### config.mk
export PLATFORM = sky130hd
export DESIGN_NAME = shift_add_multiplier_flat
export DESIGN_NICKNAME = d
export VERILOG_FILES = /design/src/rtl/shift_add_multiplier_pkg.sv /design/src/rtl/shift_add_multiplier_if.sv /design/src/rtl/shift_add_multiplier_shifters.sv /design/src/rtl/shift_add_multiplier.sv /design/src/flat_wrapper.sv
export SDC_FILE = /design/constraint.sdc
export NUM_CORES = 1
export LEC_CHECK = 0
export ABC_AREA = 0
export CAP_MARGIN = 25
export CORE_ASPECT_RATIO = 1.1
export CORE_MARGIN = 4
export CORE_UTILIZATION = 40
export CTS_CLUSTER_SIZE = 20
export DETAILED_ROUTE_END_ITERATION = 6
export GPL_ROUTABILITY_DRIVEN = 0
export PLACE_DENSITY = 0.62
export SLEW_MARGIN = 20
export SYNTH_ARGS = -nofsm -noshare
export SYNTH_HDL_FRONTEND = slang
export SYNTH_SLANG_ARGS = --single-unit
### constraint.sdc
create_clock -name clk -period 12.5 [get_ports clk]
set_input_delay 2.5 -clock clk [delete_from_list [all_inputs] [get_ports clk]]
set_output_delay 2.5 -clock clk [all_outputs]
set_load 0.01 [all_outputs]
### src/rtl/shift_add_multiplier_pkg.sv
// Shared types and constants for the iterative shift-add multiplier.
package mult_pkg;

   typedef enum logic [1:0] {
      S_IDLE = 2'd0,
      S_BUSY = 2'd1,
      S_DONE = 2'd2
   } mult_state_t;

   // Every iteration moves the operands by exactly one bit position.
   localparam int MULT_SHAMT_ONE = 1;

endpackage

### src/rtl/shift_add_multiplier_if.sv
// Request/response bundle of the multiplier; master issues operands, slave computes.
// Handshake: an operation is accepted on a rising edge where start=1 and ready=1; done pulses one cycle with result valid.
interface shift_add_multiplier_if #(
   parameter int N = 32
);
   import mult_pkg::*;

   logic             start;
   logic [N-1:0]     a;
   logic [N-1:0]     b;
   logic             ready;
   logic             busy;
   logic             done;
   logic [2*N-1:0]   result;
   mult_state_t      state;

   modport master (
      output start, a, b,
      input  ready, busy, done, result, state
   );

   modport slave (
      input  start, a, b,
      output ready, busy, done, result, state
   );

endinterface

### src/rtl/shift_add_multiplier_shifters.sv
// Logical left/right shifters from the shifter library, used by the multiplier datapath.
module sll #(
   parameter int N = 32
) (
   input  logic [N-1:0]         data_i,
   input  logic [$clog2(N)-1:0] shamt_i,
   output logic [N-1:0]         data_o
);
   assign data_o = data_i << shamt_i;
endmodule

module srl #(
   parameter int N = 32
) (
   input  logic [N-1:0]         data_i,
   input  logic [$clog2(N)-1:0] shamt_i,
   output logic [N-1:0]         data_o
);
   assign data_o = data_i >> shamt_i;
endmodule

### src/rtl/shift_add_multiplier.sv
// Iterative unsigned N x N -> 2N shift-add multiplier (IDLE/BUSY/DONE).
// Define SHIFT_MULT_EARLY_EXIT_EN to leave BUSY as soon as the multiplier runs out of set bits.
module shift_add_multiplier
   import mult_pkg::*;
#(
   parameter int N = 32
) (
   input  logic                    clk,
   input  logic                    rst,
   shift_add_multiplier_if.slave   bus
);

   localparam int W2  = 2 * N;
   localparam int CW  = $clog2(N);
   localparam int MSW = $clog2(W2);
   localparam logic [MSW-1:0] SHAMT_MC = MSW'(MULT_SHAMT_ONE);
   localparam logic [CW-1:0]  SHAMT_MP = CW'(MULT_SHAMT_ONE);
   localparam logic [CW-1:0]  LAST_CNT = CW'(N - 1);

   mult_state_t      state_q, state_d;
   logic [W2-1:0]    mcand_q;
   logic [W2-1:0]    mcand_sll;
   logic [N-1:0]     mplr_q;
   logic [N-1:0]     mplr_srl;
   logic [W2-1:0]    acc_q;
   logic [CW-1:0]    count_q;
   logic             mplr_zero;

   sll #(.N(W2)) u_sll (
      .data_i  (mcand_q),
      .shamt_i (SHAMT_MC),
      .data_o  (mcand_sll)
   );

   srl #(.N(N)) u_srl (
      .data_i  (mplr_q),
      .shamt_i (SHAMT_MP),
      .data_o  (mplr_srl)
   );

`ifdef SHIFT_MULT_EARLY_EXIT_EN
   assign mplr_zero = (mplr_q == '0);
`else
   assign mplr_zero = 1'b0;
`endif

   always_ff @(posedge clk or posedge rst) begin
      if (rst) begin
         state_q <= S_IDLE;
         mcand_q <= '0;
         mplr_q  <= '0;
         acc_q   <= '0;
         count_q <= '0;
      end else begin
         state_q <= state_d;
         case (state_q)
            S_IDLE: begin
               if (bus.start) begin
                  mcand_q <= {{N{1'b0}}, bus.a};
                  mplr_q  <= bus.b;
                  acc_q   <= '0;
                  count_q <= '0;
               end
            end
            S_BUSY: begin
               // With early exit, an exhausted multiplier leaves acc untouched.
               if (!mplr_zero) begin
                  if (mplr_q[0]) begin
                     acc_q <= acc_q + mcand_q;
                  end
                  mcand_q <= mcand_sll;
                  mplr_q  <= mplr_srl;
                  count_q <= count_q + 1'b1;
               end
            end
            default: ;
         endcase
      end
   end

   always_comb begin
      state_d    = state_q;
      bus.ready  = 1'b0;
      bus.busy   = 1'b0;
      bus.done   = 1'b0;
      bus.result = acc_q;
      bus.state  = state_q;
      case (state_q)
         S_IDLE: begin
            bus.ready = 1'b1;
            if (bus.start) begin
               state_d = S_BUSY;
            end
         end
         S_BUSY: begin
            bus.busy = 1'b1;
            if (mplr_zero || (count_q == LAST_CNT)) begin
               state_d = S_DONE;
            end
         end
         S_DONE: begin
            bus.done = 1'b1;
            state_d  = S_IDLE;
         end
         default: begin
            state_d = S_IDLE;
         end
      endcase
   end

endmodule

### src/flat_wrapper.sv
// flat-port wrapper written by rule: the top's interface ports become plain ports
module shift_add_multiplier_flat import mult_pkg::*;
#(
   parameter int N = 32
)
  (clk, rst, bus_start, bus_a, bus_b, bus_ready, bus_busy, bus_done, bus_result, bus_state);
  shift_add_multiplier_if #(.N(N)) bus_i ();
  input  logic clk;
  input  logic rst;
  input wire logic [$bits(bus_i.start)-1:0] bus_start;
  input wire logic [$bits(bus_i.a)-1:0] bus_a;
  input wire logic [$bits(bus_i.b)-1:0] bus_b;
  output wire logic [$bits(bus_i.ready)-1:0] bus_ready;
  output wire logic [$bits(bus_i.busy)-1:0] bus_busy;
  output wire logic [$bits(bus_i.done)-1:0] bus_done;
  output wire logic [$bits(bus_i.result)-1:0] bus_result;
  output wire logic [$bits(bus_i.state)-1:0] bus_state;
  assign bus_i.start = bus_start;
  assign bus_i.a = bus_a;
  assign bus_i.b = bus_b;
  assign bus_ready = bus_i.ready;
  assign bus_busy = bus_i.busy;
  assign bus_done = bus_i.done;
  assign bus_result = bus_i.result;
  assign bus_state = bus_i.state;
  shift_add_multiplier #(.N(N)) u_core (.clk(clk), .rst(rst), .bus(bus_i));
endmodule
Yosys cells after proc, flatten, opt, wreduce, memory -nomap -nowiden
Index checks and enable logic that the tools add are counted.

cells by class
  equality and inequality tests = 6
  $add $sub $neg = 2
  mux-type cells = 15
  reduce and logical (&&, ||, !) cells = 5

operator list
  operator               number
  $pmux W64 S2           2
  $mux W64               3
  $add A64 B64 Y64       1
  $pmux W32 S2           1
  $mux W32               1
  $pmux W5 S2            1
  $add A5 B1 Y5 const B  1
  $eq A5 B5 Y1 const B   1
  $mux W5                1
  $mux W2                2
  $ne A2 B1 Y1 const B   2
  $pmux W2 S2            1
  $reduce_and A2 Y1      2
  $mux W1                3
  $reduce_and A3 Y1      1
  $eq A2 B1 Y1 const B   1
  $eq A2 B2 Y1 const B   1
  $logic_not A2 Y1       1
  $ne A2 B2 Y1 const B   1
  $reduce_bool A2 Y1     1

word-level totals
  register bits after elaboration = 167

Depth between registers and ports, before layout
  depth in word-level cells = 3
  gate-level depth with buffers = 13
  mapped depth without buffers = 13

Cells and area by module
Synthesis repeated with hierarchy kept, for this count alone.

second synthesis, totals
  cells, all modules = 1774
  area, all modules = 16119.2 um^2

by module, submodules not included
  module                times used  seq. area each (um^2)  cells an instance  area each (um^2)
  shift_add_multiplier  1           4179.0                 1112               10192.3
  sll                   1           0.0                    482                4285.4
  srl                   1           0.0                    180                1641.6

Worst setup path before layout
No wires, ideal clock.

  kind = flip-flop to output port
  from = reg u_core.state_q[0] (netlist: u_core.bus.state[0])
  to = out bus_done
  required time = 10000 ps
  setup slack = 8676 ps
  cell stages (with the launch flop) = 5
  data arrival time = 1324 ps
  path through = dfrtp_1 > clkbuf_1 > clkbuf_1 > buf_1 > nor2_1

on the way
  word-level cells in the longest chain between the ends = 2

ends and longest elaborated chain
  item                      RTL line                    source
  start: declaration        shift_add_multiplier.sv:20  mult_state_t state_q, state_d;
  start signal: assignment  shift_add_multiplier.sv:55  state_q <= state_d;
  $eq A2 B2 Y1              shift_add_multiplier.sv:88  case (state_q)
  $mux W1                   shift_add_multiplier.sv:88
  end: declaration          flat_wrapper.sv:15          output wire logic [$bits(bus_i.done)-1:0] bus_done;

Every way passes these cells.

Worst setup path after layout
  from = reg u_core.state_q[0] (netlist: u_core.bus.state[0])
  to = out bus_busy

on the way
  word-level cells in the longest chain between the ends = 2

ends and longest elaborated chain
  item              RTL line                    source
  $eq A2 B1 Y1      shift_add_multiplier.sv:88
  $mux W1           shift_add_multiplier.sv:88
  end: declaration  flat_wrapper.sv:14          output wire logic [$bits(bus_i.busy)-1:0] bus_busy;

Every way passes these cells.

==> metrics.csv <==
stage;metric;value;unit
status;status;finished clean;
worst_setup_path;worst_ep_arrival_time;2.51;ns
grt;antenna_found_initial;0;
yosys;synth-seq-area-share;40.1;%
power;fin_total_pwr;3.03;mW
layout;num-fill-cells;2468;
clock_tree;clk_pin_slew;0.07;ns
clock_tree;cts_hold_buf;0;
route;ant_nets;0;
yosys;netlist.area_leader.share;40.1;%
sta;min_period;5.01;ns
yosys;synth-seq-cells;167;
sta;relSlewSlack;32.9;%
flow_run;drv_cap;0;
layout;fin_cells;1636;
sta;finalSetupTns;0;ns
power;clock_power_share;18.4;%
worst_setup_path;required;10.00;ns
clock_tree;cts_buffer_depth;2;
yosys;synthCells;1190;
route;vias;9141;
sta;tightest_slew;1.01;ns
route;post-route-drc-count;0;
power;cell_internal_pwr;1.74;mW
placement;hpwl;19.7;mm
clock_tree;cts_tree;done;
route;drt_iter0_markers;580;
clock_tree;cts-root-buf;clkbuf_16;
power;switching_share;42.5;%
clock_tree;cts_made_buffers;17;
die;die-area;0.0287;mm²
yosys;avgSynthCellArea;8.76;µm²
layout;nets;1410;
worst_setup_path;cp-start-kind;register;
yosys;synthesis.area;0.0104;mm²
layout;num_antenna_cells;0;
yosys;yosys.area.top_type;dfrtp_1;
clock_tree;post-cts-setup-buffers;0;
route;firstDrtPassIters;5;
clock_tree;cts_resized;0;
worst_setup_path;crit_path_max_fanout;103;
yosys;yosys-top-cells-area;dfrtp_1 40%, ha_1 7.8%, o21ai_0 7.7%;
clock_tree;ctsHtreeMaxLevel;4;
route;wl_per_cell;17.1;µm
power;p_sw;1.29;mW
placement;numPortBuffers;135;
sta;finClkSkew;0.0142;ns
power;comb_power_share;50.1;%
grt;track_usage;19.6;%
die;die_h;177;µm
yosys;synth-edff-count;0;
power;power_density;239;mW/mm²
clock_tree;clock_latency;0.43;ns
power;seq_power_share;31.5;%
grt;grt_start_max_net_pins;107;
yosys;ys_types;68;
sta;rsz0062_at_grt;false;
route;finalWirelength;28.1;mm
yosys;async_flop_share;100;%
route;avgViaCountPerCell;5.59;
die;core-area;0.0255;mm²
sta;fmax;0.199;GHz
layout;fin_util;49.7;%
yosys;ys_warn_count;0;
sta;period_share;40.1;%
layout;drive_gt1_share;4.57;%
clock_tree;clock-sinks;167;
layout;synthToLayoutAreaGrowth;21.6;%
sta;drv_slew;0;
worst_setup_path;worst_setup_path_end_kind;output pin;
power;peakVddDrop;131;µV
placement;numPlacedInstances;1602;
placement;post-place-ws;7.34;ns
yosys;syn_nets;1323;
sta;setup_viol;0;
sta;setup_ws;7.49;ns
grt;first_global_vias;9146;
yosys;ys.flop_type;dfrtp_1;
die;initial_utilization;40.9;%
grt;globalRouteOverflowTotal;0;
power;p_leak;5.61;nW
worst_setup_path;path_class;reg -> out;
die;fp-row-count;61;
sta;hold_viol;0;
grt;grt_first_pass_wirelength;46.4;mm
die;pin_count;136;
die;fp.dieW;162;µm
min_path;min_path_type;reg -> reg;
[sequential cells by signal (all words and copies together), names as in the netlist]
signal and cells:
u_core.mcand_q 64, u_core.bus.state 2, u_core.mplr_q 32, u_core.bus.result 64, u_core.count_q 5
[per-layer routing]
metal | global-route usage [%] | wire length, µm | up-vias
met2 | 33.0 | 13400 | 174
met1 | 26.7 | 13300 | 4435
li1 | - | - | 4502
met4 | 5.04 | 422 | 0
met5 | 0 | 0 | -
met3 | 2.62 | 924 | 30
[kinds of logic after synthesis]
| family | count (synthesis) | share of synthesized area (%) |
|---|---|---|
| flops | 167 | 40.1 |
| xor+xnor | 55 | 4.62 |
| compound gates | 454 | 27.4 |
| simple gates | 346 | 15.9 |
| buf+inv | 99 | 3.67 |
| mux | 3 | 0.288 |
| fa+ha+maj | 66 | 7.99 |
[power by group through the flow]
| stage | registers (mW) | clock network, mW | logic [mW] |
|---|---|---|---|
| 2_1_floorplan | 0.921 | 0 | 1.05 |
| 3_3_place_gp | 0.963 | 0 | 1.49 |
| 3_5_place_dp | 0.962 | 0 | 1.51 |
| 4_1_cts | 0.956 | 0.570 | 1.52 |
| 5_1_grt | 0.985 | 0.593 | 1.70 |
| 6_report | 0.954 | 0.558 | 1.52 |
[final cells by class]
| cell class | count | area, µm² | area share, % |
|---|---|---|---|
| Clock buffer | 17 | 425 | 3.36 |
| Clock inverter | 15 | 191 | 1.51 |
| Inverter | 23 | 91.3 | 0.720 |
| Multi-Input combinational cell | 924 | 5890 | 46.5 |
| Sequential cell | 167 | 4180 | 33.0 |
| Tap cell | 346 | 433 | 3.41 |
| Timing Repair Buffer | 144 | 1460 | 11.5 |
[stage by stage]
step / area, µm² / hold slack (ns)
after floorplan: 10400 / 0.450
after global placement: 12000 / 0.461
after detailed placement: 12000 / 0.473
after CTS: 12600 / 0.488
after global routing: 12700 / 0.513
final: 12700 / 0.484
[worst max-delay path: stages (launching register included)]
cell and delay (ns):
dfrtp_4 1.09, nand2_1 0.23, inv_1 0.19, clkdlybuf4s50_1 0.56
[placed cells by master (no fill, tap or decap), drive strengths merged, types with 5 or more instances in the layout]
cell type,synthesis,final
nand2,188,188
dfrtp,167,167
o21ai,167,167
clkdlybuf4s50,0,135
a21oi,104,104
ha,65,65
a22o,40,40
nor2,40,40
and3b,31,31
xnor2,31,31
a22oi,31,31
a21o,29,29
inv,23,29
xor2,24,24
clkbuf,69,17
nand4,16,16
nand3,14,14
o21bai,13,13
o21a,12,12
nor3,11,11
and3,11,11
a211oi,9,9
buf,7,9
nor2b,8,8
and2,7,7
nand2b,7,7
a31oi,7,7
o211ai,5,5
[path summary, 6_finish.rpt]
| path | slack, ns | startpoint | cells after the start | endpoint |
|---|---|---|---|---|
| hold / removal | 0.48 | u_core.mplr_q[7] | 2 | u_core.mplr_q[7] |
| max in group asynchronous | 8.48 | rst | 4 | u_core.bus.state[0] |
| min in group asynchronous | 2.45 | rst | 2 | u_core.mcand_q[57] |
| hold reg to reg | 0.48 | u_core.mplr_q[7] | 2 | u_core.mplr_q[7] |
| setup reg to reg | 8.70 | u_core.bus.result[0] | 13 | u_core.bus.result[58] |
| setup / recovery | 7.49 | u_core.bus.state[0] | 3 | bus_busy |
[synthesized netlist by cell type, types with 7 or more instances]
library cell / instances
nand2b_1: 7
ha_1: 65
o21a_1: 11
nand4_1: 16
a211oi_1: 8
nand3_1: 14
and3b_1: 31
nor3_1: 11
nor2b_1: 8
inv_1: 23
dfrtp_1: 167
a22o_1: 40
a21o_1: 29
a21oi_1: 103
nor2_1: 40
a22oi_1: 31
and3_1: 9
o21ai_0: 161
nand2_1: 188
and2_1: 7
a31oi_1: 7
o21bai_1: 13
xnor2_1: 31
xor2_1: 24
clkbuf_1: 69
Note: power is estimated with default switching activity, not from simulation.
